File: config.mk
export PLATFORM = sky130hd
export DESIGN_NAME = mem_load_store_unit
export DESIGN_NICKNAME = d
export VERILOG_FILES = /design/src/rtl/mem_load_store_unit.sv
export SDC_FILE = /design/constraint.sdc
export NUM_CORES = 1
export LEC_CHECK = 0
export ABC_AREA = 1
export ABC_CLOCK_PERIOD_IN_PS = 10900
export CAP_MARGIN = 20
export CORE_MARGIN = 4
export CORE_UTILIZATION = 30
export CTS_CLUSTER_SIZE = 14
export DETAILED_ROUTE_END_ITERATION = 16
export GPL_TIMING_DRIVEN = 0
export PLACE_DENSITY_LB_ADDON = 0.1
export RECOVER_POWER = 25
export SYNTH_ARGS = -nofsm -noshare
export SYNTH_HDL_FRONTEND = slang
export SYNTH_SLANG_ARGS = --single-unit
File: constraint.sdc
create_clock -name clk -period 10.9 [get_ports clk]
set_input_delay 2.18 -clock clk [delete_from_list [all_inputs] [get_ports clk]]
set_output_delay 2.18 -clock clk [all_outputs]
set_load 0.02 [all_outputs]
File: src/rtl/mem_load_store_unit.sv
// Load/store unit bridging a 32-bit pipeline port to a byte-wide, big-endian memory bus.
// Requests are either faulted immediately or serialised into one bus strobe per byte.
module mem_load_store_unit #(
    parameter bit ALIGN_CHECK = 1'b1
) (
    input  logic        clk,
    input  logic        reset,
    input  logic        mem_read,
    input  logic        mem_write,
    input  logic [1:0]  load_mode,
    input  logic [31:0] address,
    input  logic [31:0] write_data,
    output logic [31:0] read_data,
    output logic        stall,
    output logic        done,
    output logic        fault,
    output logic [31:0] bus_addr,
    output logic        bus_re,
    output logic        bus_we,
    output logic [7:0]  bus_wdata,
    input  logic [7:0]  bus_rdata
);

    typedef enum logic [1:0] {
        IDLE   = 2'd0,
        ACCESS = 2'd1,
        DONE   = 2'd2
    } state_t;

    localparam logic [1:0] MODE_WORD  = 2'b00;
    localparam logic [1:0] MODE_HALFS = 2'b01;
    localparam logic [1:0] MODE_HALFU = 2'b10;
    localparam logic [1:0] MODE_ILL   = 2'b11;

    state_t      state;
    logic [1:0]  mode_q;
    logic        is_store;
    logic [2:0]  cnt;
    logic [23:0] wd_sh;
    logic [23:0] rx_sh;

    logic        req;
    logic        word_req;
    logic        half_req;
    logic        illegal;
    logic [2:0]  load_last;
    logic [31:0] assembled;

    // Request decode for the acceptance cycle.
    always_comb begin
        req      = mem_read | mem_write;
        word_req = mem_write | (mem_read & (load_mode == MODE_WORD));
        half_req = mem_read & ~mem_write &
                   ((load_mode == MODE_HALFS) | (load_mode == MODE_HALFU));
        illegal  = (mem_read & mem_write) | (mem_read & (load_mode == MODE_ILL));
        if (ALIGN_CHECK && word_req && (address[1:0] != 2'b00))
            illegal = 1'b1;
        if (ALIGN_CHECK && half_req && address[0])
            illegal = 1'b1;
    end

    // NOTE: every signal written in an always_comb gets a value on every path
    // (here via the leading defaults), otherwise synthesis infers a latch.
    always_comb begin
        stall = 1'b0;
        if (!reset)
            stall = ((state == IDLE) && req) || (state == ACCESS);
    end

    // A load's ACCESS phase runs cnt = 0..n, the extra cycle collecting the last byte.
    always_comb begin
        load_last = (mode_q == MODE_WORD) ? 3'd4 : 3'd2;
        case (mode_q)
            MODE_HALFS: assembled = {{16{rx_sh[7]}}, rx_sh[7:0], bus_rdata};
            MODE_HALFU: assembled = {16'h0000, rx_sh[7:0], bus_rdata};
            default:    assembled = {rx_sh, bus_rdata};
        endcase
    end

    // NOTE: sequential state uses non-blocking (<=) assignments only, so every
    // register sees the pre-edge value of every other register.
    always_ff @(posedge clk or posedge reset) begin
        if (reset) begin
            state     <= IDLE;
            mode_q    <= MODE_WORD;
            is_store  <= 1'b0;
            cnt       <= 3'd0;
            wd_sh     <= 24'h0;
            rx_sh     <= 24'h0;
            read_data <= 32'h0;
            done      <= 1'b0;
            fault     <= 1'b0;
            bus_addr  <= 32'h0;
            bus_re    <= 1'b0;
            bus_we    <= 1'b0;
            bus_wdata <= 8'h00;
        end else begin
            case (state)
                IDLE: begin
                    if (req) begin
                        mode_q   <= load_mode;
                        is_store <= mem_write;
                        cnt      <= 3'd0;
                        if (illegal) begin
                            state <= DONE;
                            done  <= 1'b1;
                            fault <= 1'b1;
                        end else begin
                            state    <= ACCESS;
                            bus_addr <= address;
                            if (mem_write) begin
                                bus_we    <= 1'b1;
                                bus_wdata <= write_data[31:24];
                                wd_sh     <= write_data[23:0];
                            end else begin
                                bus_re <= 1'b1;
                            end
                        end
                    end
                end

                ACCESS: begin
                    if (is_store) begin
                        if (cnt == 3'd3) begin
                            bus_we <= 1'b0;
                            cnt    <= 3'd0;
                            state  <= DONE;
                            done   <= 1'b1;
                        end else begin
                            cnt       <= cnt + 3'd1;
                            bus_addr  <= bus_addr + 32'd1;
                            bus_wdata <= wd_sh[23:16];
                            wd_sh     <= {wd_sh[15:0], 8'h00};
                        end
                    end else begin
                        if (cnt == load_last) begin
                            bus_re    <= 1'b0;
                            read_data <= assembled;
                            cnt       <= 3'd0;
                            state     <= DONE;
                            done      <= 1'b1;
                        end else begin
                            // Byte k arrives in the cycle after its strobe.
                            if (cnt != 3'd0)
                                rx_sh <= {rx_sh[15:0], bus_rdata};
                            cnt <= cnt + 3'd1;
                            if ((cnt + 3'd1) < load_last) begin
                                bus_re   <= 1'b1;
                                bus_addr <= bus_addr + 32'd1;
                            end else begin
                                bus_re <= 1'b0;
                            end
                        end
                    end
                end

                DONE: begin
                    done  <= 1'b0;
                    fault <= 1'b0;
                    state <= IDLE;
                end

                default: state <= IDLE;
            endcase
        end
    end

endmodule
==> metrics list, run 1 <==
- The critical path ends at stall.
* Critical Path, Cell by Cell: clkdlybuf4s50_1, nor2_1, nand2_1, nand2_1, nor2_1, clkdlybuf4s50_1
- Including well taps, the total number of placed cells is 1452.
- Counting cells, the worst reg-to-reg path comes to 12.
- The number of different library cells used by synthesis comes to 29.
- The clock reaches the later pin of the worst-skew pair after 0.42 ns.
* CP Data Arrival Time: 3.82 ns
- Hpwl dp: 16100 um
- Most common cell in the synthesized netlist: nand2_1
- H-tree levels: 4
- The worst setup path is launched from an input port.
- Total Negative Setup Slacks: 0 ns
- Overflow after GRT: 0
- Overall power consumption after layout is estimated at 2.91 mW.
- Share of Yosys cell area claimed by the top area cell type: 0.472
- Synthesis warning total: 0
- The number of global-route vias before repair is 6546.
- In the global route stage, met3 resource usage came out at 0.0382.
* Cell Pwr Density: 305 mW/mm^2
- Total of max-cap violations: 1
* Port Buf Inserts: 154
* Static power due to leakage: 4.56 nW
* Highest clock rate: 167 MHz
* First-pass iteration count of the detailed router: 5
- By count the netlist is led by nand2_1, dfrtp_1, o21ai_0, inv_1, nor2_1.
- The number of nets handed over by synthesis was 1072.
- Clock transition at the register clock pins on the worst setup and hold paths after CTS: 0.06 ns
* Gr busiest metal: met2
* Sink count of the clock tree: 132
- From left edge to right edge, the die measures 161 um.
- Smallest hold slack: 0.479 ns
* Final wirelength: 21400 um
- Of the available clock period, the critical path in the final layout requires 0.551.
- DR WL/cell: 14.4 um
- Cell types with the largest area share after synthesis: dfrtp_1, nand2_1, o21ai_0
- The worst setup path is captured at a primary output.
- On the worst path, the slowest cell contributes a delay of 0.61 ns.
* Portion of the post-synthesis area used by sequential elements: 0.472
- In the global route stage, overall resource usage came out at 0.168.
- Routability Congestion: 0.807
- Die ar.: 0.0259 sq mm
- VDD IR-drop max: 0.120 mV
- Area post-placement: 0.00897 sq mm
* Signed area change from the synthesized netlist to the final layout: 36.1%
- The finished cells cover 0.00954 sq mm.
- Count of state elements after synthesis: 132
- Startpoint of the worst setup timing path: mem_write
- Vias: 6547
* Total I/O pin count: 155
* Library cell occupying the most area in the post-synthesis netlist: dfrtp_1
* Hold violation total from the final report: 0
* Cells after synthesis: 984
- Initial antenna violation count: 0
- Bufs on Longest Clock Path: 2
- The initial utilization of the core area, before any placement, comes to 0.308.
- Worst hold path type: reg -> reg
- Of all nets on the critical path, the largest fanout is 4.
- The mapped netlist covers 0.00701 sq mm.
- Vias per cell: 4.41
- The cell sitting at the root of the clock tree is a clkbuf_16.
* Outcome: finished with violations
- Failing checks: capacitance limit, slew limit
* Number of diodes added for antenna fixing: 0
- For this run, global-route usage on met2 was measured as 0.264.
- After detailed routing, the number of remaining DRC violations is 0.
- Layout cell share with drive strength beyond 1: 0.0487
- ANT nets after route: 0
* Count of nets after finishing: 1246
- For this run, asynchronously set or reset flops after synthesis account for 1.00.
- Number of cells upsized or downsized after cts: 0
- The slowest stage of the critical path belongs to the cell clkdlybuf4s50_1.
* Worst R2R Start: mode_q[1]
- Avg Inst Size Synth: 7.12 sq um
- Post-synth EDFFs: 0
* Fin cells: 1484
* TritonCTS clock tree: yes
- For flop-to-flop paths, the worst setup slack is 8.33 ns.
* Reg2Reg Capture Point: rx_sh[6]
- Y dimension of the die: 161 um
- Remaining max-slew budget at the tightest pin: -0.890
- Entering global routing, the biggest net connects 76 pins.
* Met1 Use GR: 0.236
- At the worst endpoint, the required time is 8.72 ns.
- Slew at the pin with the worst max-slew slack: 2.82 ns
* Postcts setup bufs: 0
- Shortest clock period the worst path allows after layout: 6.00 ns
- Top_reg_cell synth: dfrtp_1
- For this design, the CTS-stage hold fixing added 0 buffers.
- TritonCTS created 17 clock buffers.
- Setup violations remaining at the end of the flow were counted as 0.
* Number of rows in the core area: 55
- Starting DRT DRC Count: 415
- Fin Clk Skew: 0.0111 ns
- Wire length of the first global-routing pass: 34900 um
- Setup Crit Path Kind: in -> out
* Floorplan core area: 0.0228 sq mm
- RSZ-0062 raised after global routing: false
- The max-slew violation count came to 58.
==> cells by family (layout without fill, tap and decap cells) <==
| group | Yosys count | count (layout) | share of synthesized area |
|---|---|---|---|
| and+or+nand+nor | 572 | 572 | 0.332 |
| AOI/OAI and AO/OA | 132 | 132 | 0.101 |
| adders and majority gates | 10 | 10 | 0.0179 |
| buffers and inverters | 138 | 325 | 0.0784 |
| DFF | 132 | 132 | 0.472 |
==> stage by stage <==
step,utilization,setup slack [ns]
after floorplan,-,5.19
after global placement,0.392,2.82
after detailed placement,0.394,4.90
after CTS,0.420,4.89
after global routing,0.419,4.72
final,0.419,4.90
==> state kept, by name, summed over array words and instances, names as in the netlist <==
signal and count:
is_store 1, fault 1, rx_sh 24, state 2
bus_we 1, read_data 32, bus_addr 32, cnt 3
bus_wdata 8, mode_q 2, done 1, wd_sh 24
bus_re 1
==> report_power, final <==
part           leakage [nW]  total, mW  internal (mW)  switching [mW]
Sequential             1.61      0.927          0.736           0.191
Combinational          2.67       1.41          0.556           0.853
Clock                 0.280      0.577          0.325           0.252
==> cell type report <==
cell class                      instances  area [sq um]
Inverter                              102           384
Sequential cell                       132          3300
Multi-Input combinational cell        714          3150
Clock buffer                           17           425
Clock inverter                         15           159
Buffer                                 36           159
Tap cell                              313           392
Timing Repair Buffer                  155          1570
Fill cell                            2402         13200
==> critical path: cells and delay by family <==
kind | cells | cell delay [ns]
AND/OR/NAND/NOR | 4 | 0.50
buffers and inverters | 2 | 1.14
==> how the worst min path moves through the flow <==
stage,from,end,cells after the start
2_1_floorplan,cnt[0],cnt[0],1
3_3_place_gp,read_data[23],read_data[23],2
3_5_place_dp,fault,fault,2
4_1_cts,read_data[23],read_data[23],2
5_1_grt,read_data[23],read_data[23],2
6_report,read_data[16],read_data[16],2
==> metal layers <==
metal	vias to the layer above	wire (um)	part of all wire
met5	-	0	0
met4	0	232	0.011
met3	19	964	0.045
met2	135	9480	0.44
met1	2965	10700	0.50
li1	3428	-	-
==> placed cells by master, fill, tap and decap left out, drive strengths merged, types with 4 or more instances in the layout <==
| master | count |
|---|---|
| nand2 | 421 |
| clkdlybuf4s50 | 149 |
| dfrtp | 132 |
| inv | 111 |
| o21ai | 108 |
| nor2 | 88 |
| nand3 | 44 |
| clkbuf | 41 |
| nand3b | 14 |
| buf | 13 |
| ha | 10 |
| o211ai | 8 |
| a21oi | 6 |
| o21bai | 6 |
| dlygate4sd3 | 5 |
| clkinvlp | 4 |
Power figures use the tool's default switching activity.
==> run 2, diff against run 1 <==
ABC_CLOCK_PERIOD_IN_PS = 5400   (was 10900)
clock period = 5.4 ns   (was 10.9 ns; I/O delays follow)
==> run 2 against run 1 <==
Compared with the run above:
- the flow still finishes with violations (capacitance limit, slew limit)
- cell count unchanged
- sequential share of layout area about the same
- via count is 0.34% higher
- power up 100%
- worst setup slack worse by 3.4 ns
- worst hold slack hardly changed
- register-to-register slack worse by 5.3 ns
- count of clock-buffer cells in the layout did not move
- critical endpoint unchanged
==> metrics list, run 2 (synthesized netlist as in run 1, its figures left out) <==
* Bufs on Longest Clock Path: 2 (unchanged)
- The hold violation count in the final report was 0 (unchanged).
- The die height was 161 um (unchanged).
- The peak supply drop is 0.243 mV (+100%).
* Number of inserted filler cells in the final layout: 2401 (-0.042%)
- The initial antenna violation count is 0 (unchanged).
- Hold Crit Start: read_data[28]
- The final core utilization was 0.419 (about the same).
- Among cell families on the critical path, the largest total delay comes from buffers and inverters.
- Setup Crit Path Kind: in -> out
- TritonCTS buffer count: 17 (unchanged)
- Clock latency of the later-clocked register in the worst-skew pair: 0.42 ns (about the same)
- The number of buffers and inverters on the critical path is 2 (unchanged).
* Top flop regs: bus_addr: 32 flops, read_data: 32 flops
- Floorplan core area: 0.0228 sq mm (unchanged)
* Number of global-route vias before repair: 6546 (unchanged)
- Sw Pwr: 2.62 mW (+100%)
- In this run the critical register-to-register path is launched from cnt[0].
* Tcrit/Tclk final: 0.718
- The die area was 0.0259 sq mm (unchanged).
* Hpwl dp: 16100 um (unchanged)
- The final net count is 1246 (unchanged).
- RSZ-0062 raised after global routing: false
* Outcome: finished with violations
* DR DRC count: 0 (unchanged)
- Worst hold path type: reg -> reg
- Startpoint of the worst setup timing path: mem_write
- The number of gates resized after CTS is 0 (unchanged).
- The clock share of power came to 0.198 (about the same).
- Layout cell share with drive strength beyond 1: 0.0538 (+0.00512)
* Power Internal: 3.27 mW (+100%)
* ANT nets after route: 0 (unchanged)
* Port Buf Inserts: 154 (unchanged)
- The power density relative to cell area is 617 mW/mm^2 (+100%).
- Total of max-cap violations: 1 (unchanged)
* Buffer cell driving the clock tree root: clkbuf_16
* Clock transition at the register clock pins on the worst setup and hold paths after CTS: 0.06 ns (about the same)
* Routability Congestion: 0.807 (unchanged)
* Wire length of the first global-routing pass: 34900 um (unchanged)
* Sort of element at the end of the critical path: primary output
- CP Data Arrival Time: 2.80 ns (-1.02 ns)
- The area used by multi-input combinational logic was 0.00314 sq mm (about the same).
- Starting DRT DRC Count: 408 (-1.7%)
- Leaving out fill and tap cells, the most frequent cell in the layout is nand2_1.
- Shortest clock period the worst path allows after layout: 3.88 ns
- DIE WIDTH: 161 um (unchanged)
* Total Negative Setup Slacks: 0 ns (unchanged)
- CP Data Required Time: 4.32 ns (-4.40 ns)
* Fin worst setup slack: 1.52 ns (-3.37 ns)
- The highest net fanout along the worst path is 4 (unchanged).
- The per-cell routed wire length is 14.4 um (about the same).
- The share of total power in combinational logic came to 0.484 (about the same).
- The deepest level of the CTS H-tree was 4 (unchanged).
* Kind of start point of the critical path: input port
* Postcts setup bufs: 0 (unchanged)
- Initial core utilization: 0.308 (unchanged)
- Final wirelength: 21400 um (about the same)
* Total GRT Usage: 0.168 (unchanged)
- Max incr delay on CP: 0.61 ns (about the same)
- Post-CTS Hold Buffers: 0 (unchanged)
* Static power due to leakage: 4.57 nW (+0.15%)
* Remaining max-slew budget at the tightest pin: -0.891 (-0.000992)
- For this run, the top clock speed supported by timing is 258 MHz.
* Signed area change from the synthesized netlist to the final layout: 36.2% (about the same)
- The floorplan row count was 55 (unchanged).
- The final number of setup-violating endpoints came to 0 (unchanged).
- The worst-margin pin slew came to 2.82 ns (+0.00148 ns).
- The ratio of routed vias to standard cells is 4.43 (+0.34%).
* Worst setup slack before clock tree synthesis: 1.60 ns (-3.30 ns)
- Area taken by flip-flops and latches: 0.00330 sq mm (unchanged)
- First-pass iteration count of the detailed router: 5 (unchanged)
- Critical Path, Cell by Cell: dlygate4sd3_1, nor2_1, nand2_1, nand2_1, nor2_1, clkdlybuf4s50_1
- Failing checks: capacitance limit, slew limit
* Overflow after GRT: 0 (unchanged)
- In the layout the commonest cells are nand2_1, clkdlybuf4s50_1, dfrtp_1, o21ai_0, inv_1.
- The boundary pin count came to 155 (unchanged).
- The clock skew after layout is 0.0111 ns (+0.00000320 ns).
- The total via count after detailed routing came to 6569 (+0.34%).
- Number of diodes added for antenna fixing: 0 (unchanged)
* Max-slew violation count: 58 (unchanged)
* TritonCTS clock tree: yes
- Sw frac: 0.445 (about the same)
* Slowest cell on the critical path: clkdlybuf4s50_1
* Sink count of the clock tree: 132 (unchanged)
- Share of power burned in registers: 0.318 (about the same)
- Pin count of the biggest net entering global routing: 76 (unchanged)
-- run 2: cell types whose count changed in the layout (fill, tap and decap cells not counted) --
cell,previous run,this run
buf_2,7,13
clkbuf_1,24,18
o21ai_0,107,101
o21ai_1,1,7
clkdlybuf4s50_1,149,152
dlygate4sd3_1,5,2
inv_1,97,96
inv_2,4,5
nand2_1,419,420
nand2_2,1,0
-- run 2: stage by stage --
| step | instance area (sq um) | power [mW] | hold WS (ns) | cells |
|---|---|---|---|---|
| CTS | 9560 | 5.98 | 0.482 | 1484 |
| global route | 9540 | 6.40 | 0.488 | 1484 |
| finish | 9540 | 5.89 | 0.480 | 1484 |
| detailed placement | 8970 | 4.78 | 0.463 | 1452 |
| floorplan | 7010 | 3.56 | 0.446 | 984 |
| global placement | 8940 | 4.74 | 0.463 | 1451 |
-- run 2: cell type report --
cell class / instances / share of cell area
plain buffers: 36 / 0.0174
clock inverters: 15 / 0.0167
multi-input cells: 714 / 0.329
well taps: 313 / 0.0410
inverters: 102 / 0.0403
flip-flops and latches: 132 / 0.346
clock buffers: 17 / 0.0446
repair buffers: 155 / 0.164
-- run 2: power by group through the flow --
stage / Combinational [mW] / Sequential [mW] / Clock, mW
2_1_floorplan: 1.43 / 2.13 / 0
3_3_place_gp: 2.86 / 1.88 / 0
3_5_place_dp: 2.89 / 1.89 / 0
4_1_cts: 2.91 / 1.87 / 1.20
5_1_grt: 3.22 / 1.94 / 1.24
6_report: 2.85 / 1.87 / 1.17
-- run 2: worst min-delay path: cells and delay by family (launching register included) --
kind             cells  cell delay [ns]
and+or+nand+nor      2             0.10
DFF                  1             0.34
-- run 2: path summary, 6_finish.rpt --
check,to,slack [ns],cells past startpoint
min in group asynchronous,done,1.92,2
hold / removal,read_data[28],0.48,2
setup reg to reg,bus_addr[16],2.99,11
setup / recovery,stall,1.52,6
max in group asynchronous,bus_addr[11],2.19,2
hold reg to reg,read_data[28],0.48,2
-- run 2: routing by layer --
| layer | vias to the layer above | GRT usage | routed length (um) |
|---|---|---|---|
| met4 | 0 | 0.0380 | 234 |
| met5 | - | 0 | 0 |
| li1 | 3428 | - | - |
| met2 | 142 | 0.264 | 9470 |
| met3 | 19 | 0.0382 | 977 |
| met1 | 2980 | 0.236 | 10700 |
==> run 3, diff against run 2 <==
ABC_CLOCK_PERIOD_IN_PS = 3100   (was 5400)
clock period = 3.1 ns   (was 5.4 ns; I/O delays follow)
==> run 3 against run 2 <==
Compared with the run above:
- the run now ends clean
- combinational power up 74%
- count of clock-buffer cells in the layout up 1
- worst setup slack worse by 1.3 ns
- highest routed layer is now met5
- sequential share of layout area about the same
- register-to-register slack worse by 2.3 ns
- largest cell class unchanged
- cell count up 0.13%
- sequential power up 74%
- clock skew down 0.0011 ns
- core utilization about the same
- die area unchanged
==> metrics list, run 3 (synthesized netlist as in run 1, its figures left out) <==
- Outcome: complete, no violations
- In the final layout, the registers with the most flip-flops are bus_addr: 32 flops, read_data: 32 flops.
* Fin Clk Skew: 0.00999 ns (-0.00109 ns)
- The number of remaining DRC errors came to 0 (unchanged).
- Leaving out fill and tap cells, the most frequent cells in the layout are nand2_1, clkdlybuf4s50_1, dfrtp_1, o21ai_0, inv_1.
- Starting DRT DRC Count: 409 (+0.25%)
* Y dimension of the die: 161 um (unchanged)
* TritonCTS buffer count: 17 (unchanged)
- The power density relative to cell area was 1070 mW/mm^2 (+73%).
- The final core utilization was 0.419 (about the same).
- The total negative slack is 0 ns (unchanged).
- The number of buffers added for setup after CTS is 0 (unchanged).
* DR WL/cell: 14.4 um (-0.10%)
- Floorplan core area: 0.0228 sq mm (unchanged)
- Of the available clock period, the critical path in the final layout requires 0.926.
- RSZ-0062 raised after global routing: false
- The global placement routability congestion came to 0.824 (+2.0%).
- The number of gates resized after CTS came to 0 (unchanged).
- The data required time of the critical path was 2.48 ns (-1.84 ns).
* Uppermost layer routed: met5
* Number of global-route vias before repair: 6476 (-1.1%)
- The peak supply drop came to 0.430 mV (+77%).
* Hpwl dp: 16500 um (+2.1%)
- The count of nets left with antenna violations after detail routing came to 0 (unchanged).
- The wire length the detailed router placed on met1 was 10600 um (-1.5%).
* Sink count of the clock tree: 132 (unchanged)
- Total GRT Usage: 0.168 (+0.000633)
- The highest net fanout along the worst path was 4 (unchanged).
* Reg2Reg Capture Point: bus_addr[1]
- Worst reg2reg setup slack: 0.71 ns (-2.28 ns)
- Remaining max-slew budget at the tightest pin: 0.176 (+1.07)
- Vias: 6530 (-0.59%)
- The deepest level of the CTS H-tree is 4 (unchanged).
- For the finished layout, the period the worst path requires is 2.87 ns.
* Port Buf Inserts: 154 (unchanged)
- Commonest non-fill, non-tap cell in the layout: nand2_1
- The ratio of routed vias to standard cells was 4.39 (-0.73%).
* Hold violation total from the final report: 0 (unchanged)
* Highest clock rate: 348 MHz
* Pin count of the biggest net entering global routing: 41 (-46%)
- The CTS clock-pin slew for the worst setup and hold paths is 0.06 ns (about the same).
* CP Data Arrival Time: 2.25 ns (-0.55 ns)
* DR WL met3: 1100 um (+13%)
- The static leakage was 4.58 nW (+0.17%).
* Count of nets after finishing: 1248 (+0.16%)
* Fin cells: 1486 (+0.13%)
* Placed insts: 1454 (+0.14%)
- DIE WIDTH: 161 um (unchanged)
* Final Total Pwr: 10.2 mW (+73%)
- The cts-stage hold buffer count is 0 (unchanged).
- Final wirelength: 21400 um (about the same)
* Number of rows in the core area: 55 (unchanged)
- The buffer depth of the longest clock path was 2 (unchanged).
- The initial antenna violation count was 1 (+1).
* Slew at the pin with the worst max-slew slack: 1.23 ns (-1.59 ns)
- The depth of the most critical reg-to-reg path was 11 (unchanged).
- The max-slew violation count came to 0 (-100%).
- Layout cell share with drive strength beyond 1: 0.0554 (+0.00161)
* TritonCTS clock tree: yes
- Sort of element at the end of the critical path: primary output
* Buffer cell driving the clock tree root: clkbuf_16
* Initial core utilization: 0.308 (unchanged)
- The critical path is of the in -> out type.
- The clock latency of the later-clocked register in the worst-skew pair came to 0.42 ns (about the same).
- Metal2 WL: 9480 um (+0.15%)
- Crit path to: stall
* Signed area change from the synthesized netlist to the final layout: 36.2% (about the same)
* Number of diodes added for antenna fixing: 0 (unchanged)
- The final number of setup-violating endpoints is 0 (unchanged).
- Total of max-cap violations: 0 (-1)
- The startpoint identified for the worst register-to-register timing path is cnt[0].
* Total I/O pin count: 155 (unchanged)
- Worst hold path type: reg -> reg
- The most critical setup path has its startpoint at mem_write.
- The first-pass GRT wire length was 34700 um (-0.53%).
- The iteration count of the initial detailed-routing pass is 5 (unchanged).
* Overflow after GRT: 0 (unchanged)
* Kind of start point of the critical path: input port
* Die ar.: 0.0259 sq mm (unchanged)
## run 3: metrics by stage
step	worst slack [ns]	hold slack [ns]	area [sq um]
floorplan	0.843	0.446	7010
global placement	-0.611	0.465	8940
detailed placement	0.226	0.465	9000
CTS	0.225	0.482	9570
global route	0.120	0.502	9540
finish	0.228	0.479	9540
## run 3: cell type report
class	count	area, sq um
flip-flops and latches	132	3300
clock buffers	18	429
clock inverters	14	143
fillers	2446	13200
multi-input cells	714	3150
plain buffers	36	166
well taps	313	392
inverters	102	384
repair buffers	157	1570
## run 3: power by group
| group | total [mW] | leakage (nW) | internal [mW] | switching [mW] |
|---|---|---|---|---|
| registers | 3.26 | 1.61 | 2.59 | 0.672 |
| logic | 4.96 | 2.69 | 1.97 | 2.99 |
| clock network | 1.98 | 0.276 | 1.13 | 0.848 |
| total | 10.2 | 4.58 | 5.68 | 4.51 |
## run 3: critical path, cell delays in order
cell and delay [ns]:
clkdlybuf4s50_1 0.53, nor2_1 0.08, nand2_1 0.14, nand2_1 0.15, nor2_1 0.11, clkdlybuf4s50_1 0.61
## run 3: metal layers
| metal | track usage | vias up |
|---|---|---|
| met5 | 0 | - |
| met4 | 0.0415 | 2 |
| met3 | 0.0426 | 17 |
| met2 | 0.260 | 141 |
| met1 | 0.237 | 2938 |
| li1 | - | 3432 |
## run 3: how the worst min path moves through the flow
stage | start | end | slack, ns | depth (start not counted)
floorplan | cnt[0] | cnt[0] | 0.45 | 1
global placement | bus_wdata[4] | bus_wdata[4] | 0.46 | 2
detailed placement | done | done | 0.47 | 2
CTS | bus_wdata[1] | bus_wdata[1] | 0.48 | 2
global route | bus_wdata[2] | bus_wdata[2] | 0.50 | 2
finish | rx_sh[6] | rx_sh[6] | 0.48 | 2
==> RTL edit, RTL diff (settings of run 1) <==
`ALIGN_CHECK`: 1'b1 -> 1'b0.
--- a/src/rtl/mem_load_store_unit.sv
+++ b/src/rtl/mem_load_store_unit.sv
@@ -2,5 +2,5 @@
 // Requests are either faulted immediately or serialised into one bus strobe per byte.
 module mem_load_store_unit #(
-    parameter bit ALIGN_CHECK = 1'b1
+    parameter bit ALIGN_CHECK = 1'b0
 ) (
     input  logic        clk,
Check against the original RTL: not equivalent (Yosys sat finds a counterexample within 4 cycles, from zero or initial values and one cycle with reset high).
==> RTL edit against run 1 <==
  * The flow still finishes with violations (max-capacitance violations, max-slew violations)
  * Synthesized area shrank 1.4%
  * Setup slack gained 0.015 ns
  * Power grew 3.5%
  * Sequential cell count is the same
  * Cell area shrank 0.81%
  * Wire length shrank 1.2%
  * Count of clock-buffer cells in the layout grew 2
  * First-iteration DRC count shrank 22%
==> RTL edit: results (changes against run 1) <==
status finished, violations left (unchanged); failing checks max-capacitance violations, max-slew violations (unchanged); peak supply drop 106 µV (was 120 µV); share of layout cells above drive strength 1 5.34% (was 4.87%); Starting DRT DRC Count 322 (was 415); Net Count, Synth 1061 (was 1072); met3 WL post-DR 975 µm (was 964 µm); largest net degree at the start of global routing 79 (was 76); first-pass GRT wire length 34.5 mm (was 34.9 mm); Area after DPL 8840 µm² (was 8970 µm²); filler cell count in the final layout 2379 (was 2402); synth top area cells dfrtp_1, nand2_1, o21ai_0 (unchanged); Multi-input gate area 2970 µm² (was 3150 µm²); total track usage 16.6% (was 16.8%); vias 6593 (was 6547); post-synth cell types 23 (was 29); via count of the first global-routing pass 6533 (was 6546); post-synth top area share 47.8% (was 47.2%); metal1 wirelength 10.5 mm (was 10.7 mm); nets 1235 (was 1246); Setup WS pre-CTS 4.91 ns (was 4.90 ns); Post-synth top cells nand2_1, dfrtp_1, o21ai_0, inv_1, nor2_1 (unchanged); total of max-cap violations 1 (unchanged); dpl cells 1415 (was 1452); mean routed wirelength per cell 14.6 µm (was 14.4 µm); Fin Clk Skew 0.0105 ns (was 0.0111 ns); P_leak 4.53 nW (was 4.56 nW); final slew viol count 55 (was 58)
==> RTL edit: cell count changes after synthesis, sizes merged, moves of 5 or more <==
cell / before / now
nand3b: 14 / 3
clkbuf: 18 / 11
a21oi: 6 / 11
nand3: 44 / 60
nor2: 88 / 99
o21ai: 108 / 130
nand2: 421 / 362
o211ai: 8 / 1
inv: 102 / 119
buf: 18 / 27
==> RTL edit: final timing paths <==
| check | from | endpoint | slack [ns] | cells past startpoint |
|---|---|---|---|---|
| worst min register to register | rx_sh[15] | rx_sh[15] | 0.48 | 2 |
| max in group asynchronous | reset | bus_addr[14] | 6.72 | 2 |
| worst max-delay path | mem_write | stall | 4.91 | 6 |
| worst max register to register | cnt[1] | bus_addr[3] | 8.53 | 12 |
| worst min-delay path | rx_sh[15] | rx_sh[15] | 0.48 | 2 |
| min in group asynchronous | reset | bus_wdata[1] | 2.98 | 2 |
==> RTL edit: final cells by class <==
class | count | area share [%]
flip-flops and latches | 132 | 34.9
multi-input cells | 686 | 31.4
clock inverters | 13 | 2.09
repair buffers | 155 | 16.6
plain buffers | 38 | 1.84
well taps | 285 | 3.77
inverters | 119 | 4.73
clock buffers | 19 | 4.68
==> RTL edit: worst min-delay path, stage by stage, from the launching register on <==
cell and delay, ns:
dfrtp_1 0.34, nand2_1 0.05, o21ai_0 0.05
==> RTL edit: power breakdown <==
part | leakage (nW) | switching (mW) | internal, mW | total (mW)
clock network | 0.309 | 0.232 | 0.393 | 0.625
registers | 1.65 | 0.187 | 0.728 | 0.915
logic | 2.57 | 0.911 | 0.563 | 1.47
==> RTL edit: logic make-up (layout without fill, tap and decap cells) <==
| kind of cell | after synthesis | in the layout | synth area share, % |
|---|---|---|---|
| AND/OR/NAND/NOR | 530 | 530 | 30.7 |
| buffers and inverters | 157 | 344 | 9.09 |
| AO/OA/AOI/OAI | 148 | 148 | 10.9 |
| flip-flops | 132 | 132 | 47.8 |
| adder cells (fa/ha/maj) | 8 | 8 | 1.45 |
==> RTL edit: metal layers <==
metal,GRT usage [%],up-vias
li1,-,3390
met1,23.6,3014
met2,25.1,155
met3,3.69,34
met4,5.88,0
met5,0,-
